$ cat src/rtl/dispenser_ctrl.sv
// Dispense actuator controller: queues product strobes in a 4-entry FIFO, runs one
// motor per vend for a fixed on-time and confirms each vend with a drop sensor.
module dispenser_ctrl #(
    parameter int unsigned MOTOR_ON = 16,
    parameter int unsigned TIMEOUT  = 64
) (
    input  logic       clk,
    input  logic       reset,
    input  logic [2:0] p_req,
    input  logic       drop_sense,
    input  logic       fault_clr,
    output logic [1:0] motor,
    output logic       busy,
    output logic       done,
    output logic       done_id,
    output logic       fault,
    output logic       overflow,
    output logic [2:0] pending
);
    localparam int unsigned CMAX = (MOTOR_ON > TIMEOUT) ? MOTOR_ON : TIMEOUT;
    localparam int unsigned CW   = $clog2(CMAX + 1);

    typedef enum logic [2:0] {IDLE, RUN, WAIT_DROP, DONE, FAULT} state_t;

    state_t        state;
    logic [CW-1:0] cnt;
    logic          cur_id;
    logic          seen;

    logic          sync1, sync2, sync_prev, drop_edge;
    logic          fifo_mem [4];
    logic [1:0]    rd_ptr, wr_ptr;
    logic          pop, flush, acc0, acc1;
    logic [2:0]    fill0;
    logic          unused_req;

    assign unused_req = p_req[2];

    always_ff @(posedge clk or posedge reset) begin
        if (reset) begin
            sync1     <= 1'b0;
            sync2     <= 1'b0;
            sync_prev <= 1'b0;
        end else begin
            sync1     <= drop_sense;
            sync2     <= sync1;
            sync_prev <= sync2;
        end
    end

    assign drop_edge = sync2 & ~sync_prev;

    // Occupancy is judged on the registered count; a same-cycle pop does not free a slot.
    always_comb begin
        pop   = (state == IDLE) && (pending != 3'd0);
        flush = (state == WAIT_DROP) && !drop_edge && (cnt == CW'(1));
        acc0  = (state != FAULT) && p_req[0] && (pending < 3'd4);
        fill0 = pending + {2'b00, acc0};
        acc1  = (state != FAULT) && p_req[1] && (fill0 < 3'd4);
    end

    always_ff @(posedge clk or posedge reset) begin
        if (reset) begin
            rd_ptr   <= '0;
            wr_ptr   <= '0;
            pending  <= '0;
            overflow <= 1'b0;
            for (int unsigned i = 0; i < 4; i++) fifo_mem[i] <= 1'b0;
        end else begin
            if (flush) begin
                rd_ptr  <= '0;
                wr_ptr  <= '0;
                pending <= '0;
            end else begin
                if (acc0) fifo_mem[wr_ptr] <= 1'b0;
                if (acc1) fifo_mem[wr_ptr + 2'(acc0)] <= 1'b1;
                wr_ptr  <= wr_ptr + 2'(acc0) + 2'(acc1);
                if (pop) rd_ptr <= rd_ptr + 2'd1;
                pending <= pending + 3'(acc0) + 3'(acc1) - 3'(pop);
            end
            // A drop in the same cycle as a clear still leaves the flag set.
            if (fault_clr) overflow <= 1'b0;
            if ((state != FAULT) && ((p_req[0] && !acc0) || (p_req[1] && !acc1)))
                overflow <= 1'b1;
        end
    end

    always_ff @(posedge clk or posedge reset) begin
        if (reset) begin
            state   <= IDLE;
            cnt     <= '0;
            cur_id  <= 1'b0;
            seen    <= 1'b0;
            motor   <= '0;
            busy    <= 1'b0;
            done    <= 1'b0;
            done_id <= 1'b0;
            fault   <= 1'b0;
        end else begin
            done <= 1'b0;
            case (state)
                IDLE: if (pop) begin
                    cur_id <= fifo_mem[rd_ptr];
                    cnt    <= CW'(MOTOR_ON);
                    motor  <= fifo_mem[rd_ptr] ? 2'b10 : 2'b01;
                    busy   <= 1'b1;
                    state  <= RUN;
                end
                RUN: begin
                    if (cnt == CW'(1)) begin
                        motor <= '0;
                        if (seen || drop_edge) begin
                            done    <= 1'b1;
                            done_id <= cur_id;
                            state   <= DONE;
                        end else begin
                            cnt   <= CW'(TIMEOUT);
                            state <= WAIT_DROP;
                        end
                    end else begin
                        cnt <= cnt - CW'(1);
                        if (drop_edge) seen <= 1'b1;
                    end
                end
                WAIT_DROP: begin
                    if (drop_edge) begin
                        done    <= 1'b1;
                        done_id <= cur_id;
                        state   <= DONE;
                    end else if (cnt == CW'(1)) begin
                        fault <= 1'b1;
                        state <= FAULT;
                    end else begin
                        cnt <= cnt - CW'(1);
                    end
                end
                DONE: begin
                    seen  <= 1'b0;
                    busy  <= 1'b0;
                    state <= IDLE;
                end
                FAULT: if (fault_clr) begin
                    fault <= 1'b0;
                    busy  <= 1'b0;
                    state <= IDLE;
                end
                default: state <= IDLE;
            endcase
        end
    end
endmodule

$ cat config.mk
export PLATFORM = sky130hd
export DESIGN_NAME = dispenser_ctrl
export DESIGN_NICKNAME = d
export VERILOG_FILES = /design/src/rtl/dispenser_ctrl.sv
export SDC_FILE = /design/constraint.sdc
export NUM_CORES = 1
export LEC_CHECK = 0
export CORE_ASPECT_RATIO = 1.75
export CORE_MARGIN = 5
export CORE_UTILIZATION = 45
export DETAILED_ROUTE_END_ITERATION = 10
export GPL_ROUTABILITY_DRIVEN = 0
export GPL_TIMING_DRIVEN = 0
export PLACE_DENSITY_LB_ADDON = 0.2
export SYNTH_ARGS = -nofsm -noshare
export SYNTH_HDL_FRONTEND = slang
export SYNTH_SLANG_ARGS = --single-unit
export TNS_END_PERCENT = 30
$ cat constraint.sdc
create_clock -name clk -period 3 [get_ports clk]
set_clock_uncertainty 0.05 [all_clocks]
set_input_delay 0.6 -clock clk [delete_from_list [all_inputs] [get_ports clk]]
set_output_delay 0.6 -clock clk [all_outputs]
set_load 0.005 [all_outputs]
==> impl_metrics.tcl <==
set metrics [dict create \
    antenna_left 0 \
    hpwl_mm 2.80 \
    wl_mm 3.95 \
    p_sw_share_pct 35.3 \
    die_area_mm2 0.00545 \
    synth_cell_types 50 \
    rsz0062_at_grt "true" \
    layout-drive-gt1-share_pct 23.4 \
    violations "negative setup slack" \
    start_util_pct 46.5 \
    cap_violations 0 \
    grt_pass1_vias 1486 \
    final_common_cell "dfrtp_1" \
    die_y_um 94.0 \
    layout_common_cells "33 x dfrtp_1, 15 x buf_4, 15 x clkdlybuf4s50_1" \
    routed-via-count 1474 \
    slew_headroom_pct 66.1 \
    placeableCoreArea_mm2 0.00390 \
    synth_cells 176 \
    ys_seq_area_share_pct 45.5 \
    diodes 0 \
    slew_violations 0 \
    die_x_um 58.0 \
    hold_buffers 0 \
    synth_area_leader_cell "dfrtp_1" \
    timing.critical_path.buf_inv 2 \
    portBuffers 15 \
    crit_chain "buf_6, or3b_4, nand3b_1, inv_2, ha_4, ha_4, xnor2_2, nand3_2, or2_4, fa_2, xnor2_2, xnor2_1, nor2_1" \
    cp.required_ns 3.12 \
    grt_max_degree 34 \
    p_leak_nw 1.03 \
    p_clk_share_pct 18.8 \
    drt_iter0_markers 39 \
    power.density_mw_per_mm2 993 \
    cts_buffers 5 \
    setup_viol 1 \
    setup_tns_ns -0.0225 \
    clkSlewWorstSetupHoldPaths_ns 0.07 \
    wire_per_inst_um 15.1 \
    yosys.area.top_type_share_pct 45.5 \
    clockBufferDepth 2 \
    status "finished with violations" \
    core.rowCount 30 \
    max_freq_ghz 0.331 \
    antenna_found_initial 0 \
    firstDrtPassIters 6 \
    cp_data_arrival_time_ns 3.15 \
    fillCellCount 341 \
    track_usage_pct 15.8 \
    fin_crit_sh_pct 101 \
    root_buffer "clkbuf_8" \
    min_period_ns 3.02 \
    hp-class "register to register" \
    synth_nets 191 \
    worst_pin_slew_ns 0.508 \
    critical-path-max-stage-delay_ns 0.42 \
    drcViolationCount 0 \
    synthFlopType "dfrtp_1" \
    crit_type "register to register" \
    cts_sinks 33 \
    comb_power_share_pct 47.4 \
    vdd_ir_drop_max_v 0.000639 \
    syn-cell-area_mm2 0.00182 \
    grt_pass1_wl_mm 6.67 \
    final_util_pct 60.0 \
    htree_levels 2 \
    post_drt_via_cell_ratio 5.63 \
    syn_to_final_growth_pct 28.9 \
    p_switching_uw 820 \
    yosys_warnings 0 \
    end_kind "register" \
    cp-start-kind "register" \
    boundaryPins 17 \
    ys_ff_latch 33 \
    p_int_mw 1.51 \
    cp_slowest_cell "dfrtp_1" \
    synth_edf_count 0 \
    async_flop_share_pct 100 \
    cts_tree "built" \
    grt_overflow 0 \
    hold_viol_final 0 \
    p_seq_share_pct 33.8 \
    setup_ws_ns -0.0225 \
    syn_avg_cell_area_um2 10.3 \
    nets 228 \
    path_delay_family "simple AND/OR/NAND/NOR gates" \
    insertion_delay_ns 0.28 \
    netlist_top_cells_area "dfrtp_1 45%, ha_1 4.8%, o21ai_0 3.9%, nand2_1 2.9%, nor2_1 2.9%" \
    worst-path-max-fanout 4 \
]
==> registers in the layout, indices dropped and copies added, names as in the netlist <==
register / cells
sync2: 1
overflow: 1
busy: 1
cnt: 7
done_id: 1
cur_id: 1
done: 1
pending: 3
rd_ptr: 2
seen: 1
wr_ptr: 2
motor: 2
fault: 1
sync_prev: 1
fifo_mem: 4
state: 3
sync1: 1
==> power groups by stage <==
stage | Combinational (mW) | Clock, mW | Sequential (mW)
2_1_floorplan | 0.711 | 0 | 0.750
3_3_place_gp | 0.924 | 0 | 0.773
3_5_place_dp | 0.965 | 0 | 0.785
4_1_cts | 1.02 | 0.444 | 0.779
5_1_grt | 1.24 | 0.460 | 0.810
6_report | 1.10 | 0.436 | 0.787
==> cells in the mapped netlist (2+ instances only) <==
cell type	instances
a211oi_2	2
a21o_1	3
a21oi_1	3
a22o_1	2
a32o_1	2
buf_2	2
dfrtp_1	33
ha_1	7
inv_1	11
nand2_1	14
nand2b_1	5
nand3_1	6
nor2_1	14
nor2b_1	4
nor3_1	4
nor3b_2	3
o21ai_0	14
o21bai_1	2
o22ai_1	5
o2bb2ai_1	2
o41ai_1	3
or2_4	2
xnor2_1	5
xor2_1	2
==> cells by family (layout without fill, tap and decap cells) <==
logic type,count (synthesis),in the layout,synth area share (%)
buffers and inverters,16,54,4.07
DFF,33,33,45.5
and+or+nand+nor,62,62,19.8
xor gates and xnor gates,7,7,3.38
adders and majority gates,8,8,5.93
muxes,3,3,2.41
AOI/OAI and AO/OA,47,47,19.0
==> area by class of cell <==
| cell class | count | area, um^2 | share of cell area [%] |
|---|---|---|---|
| clock inverters | 1 | 30.0 | 1.28 |
| clock buffers | 7 | 86.3 | 3.69 |
| well taps | 48 | 60.1 | 2.57 |
| multi-input cells | 127 | 968 | 41.4 |
| plain buffers | 5 | 46.3 | 1.98 |
| inverters | 11 | 41.3 | 1.76 |
| flip-flops and latches | 33 | 826 | 35.3 |
| repair buffers | 30 | 283 | 12.1 |
==> final timing paths <==
path,startpoint,end,slack (ns),depth (start not counted)
max,state[0]$_DFFE_PP0P_,pending[2]$_DFF_PP0_,-0.02,13
min,sync1$_DFF_PP0_,sync2$_DFF_PP0_,0.30,0
max reg2reg,state[0]$_DFFE_PP0P_,pending[2]$_DFF_PP0_,-0.02,13
min reg2reg,sync1$_DFF_PP0_,sync2$_DFF_PP0_,0.30,0
max in group asynchronous,reset,cnt[4]$_DFFE_PP0P_,1.97,3
min in group asynchronous,reset,done$_DFF_PP0_,0.51,2
==> through the flow <==
stage                     worst slack, ns  hold WS, ns  total power [mW]  instance area, um^2  cells
after detailed placement           -0.350        0.286              1.75                 2050    239
after global routing               -0.144        0.307              2.51                 2340    262
after global placement             -0.306        0.284              1.70                 2050    239
after floorplan                    0.0148        0.281              1.46                 1840    176
after CTS                          0.0190        0.302              2.25                 2200    250
final                             -0.0225        0.304              2.33                 2340    262
==> routing by layer <==
| metal | track usage (%) | wire (um) | share of wire, % |
|---|---|---|---|
| met5 | 0 | 0 | 0 |
| met4 | 7.16 | 92 | 2.3 |
| met3 | 2.89 | 132 | 3.3 |
| met2 | 29.4 | 2230 | 56 |
| met1 | 16.5 | 1490 | 38 |
==> repair_timing <==
item	4_1_cts	5_1_grt
resized for setup	2	9
pin swaps	4	9
endpoints found under the setup margin	2	1
gates cloned	0	0
setup buffers	3	11
No activity file was read; power rests on OpenSTA's default activity.
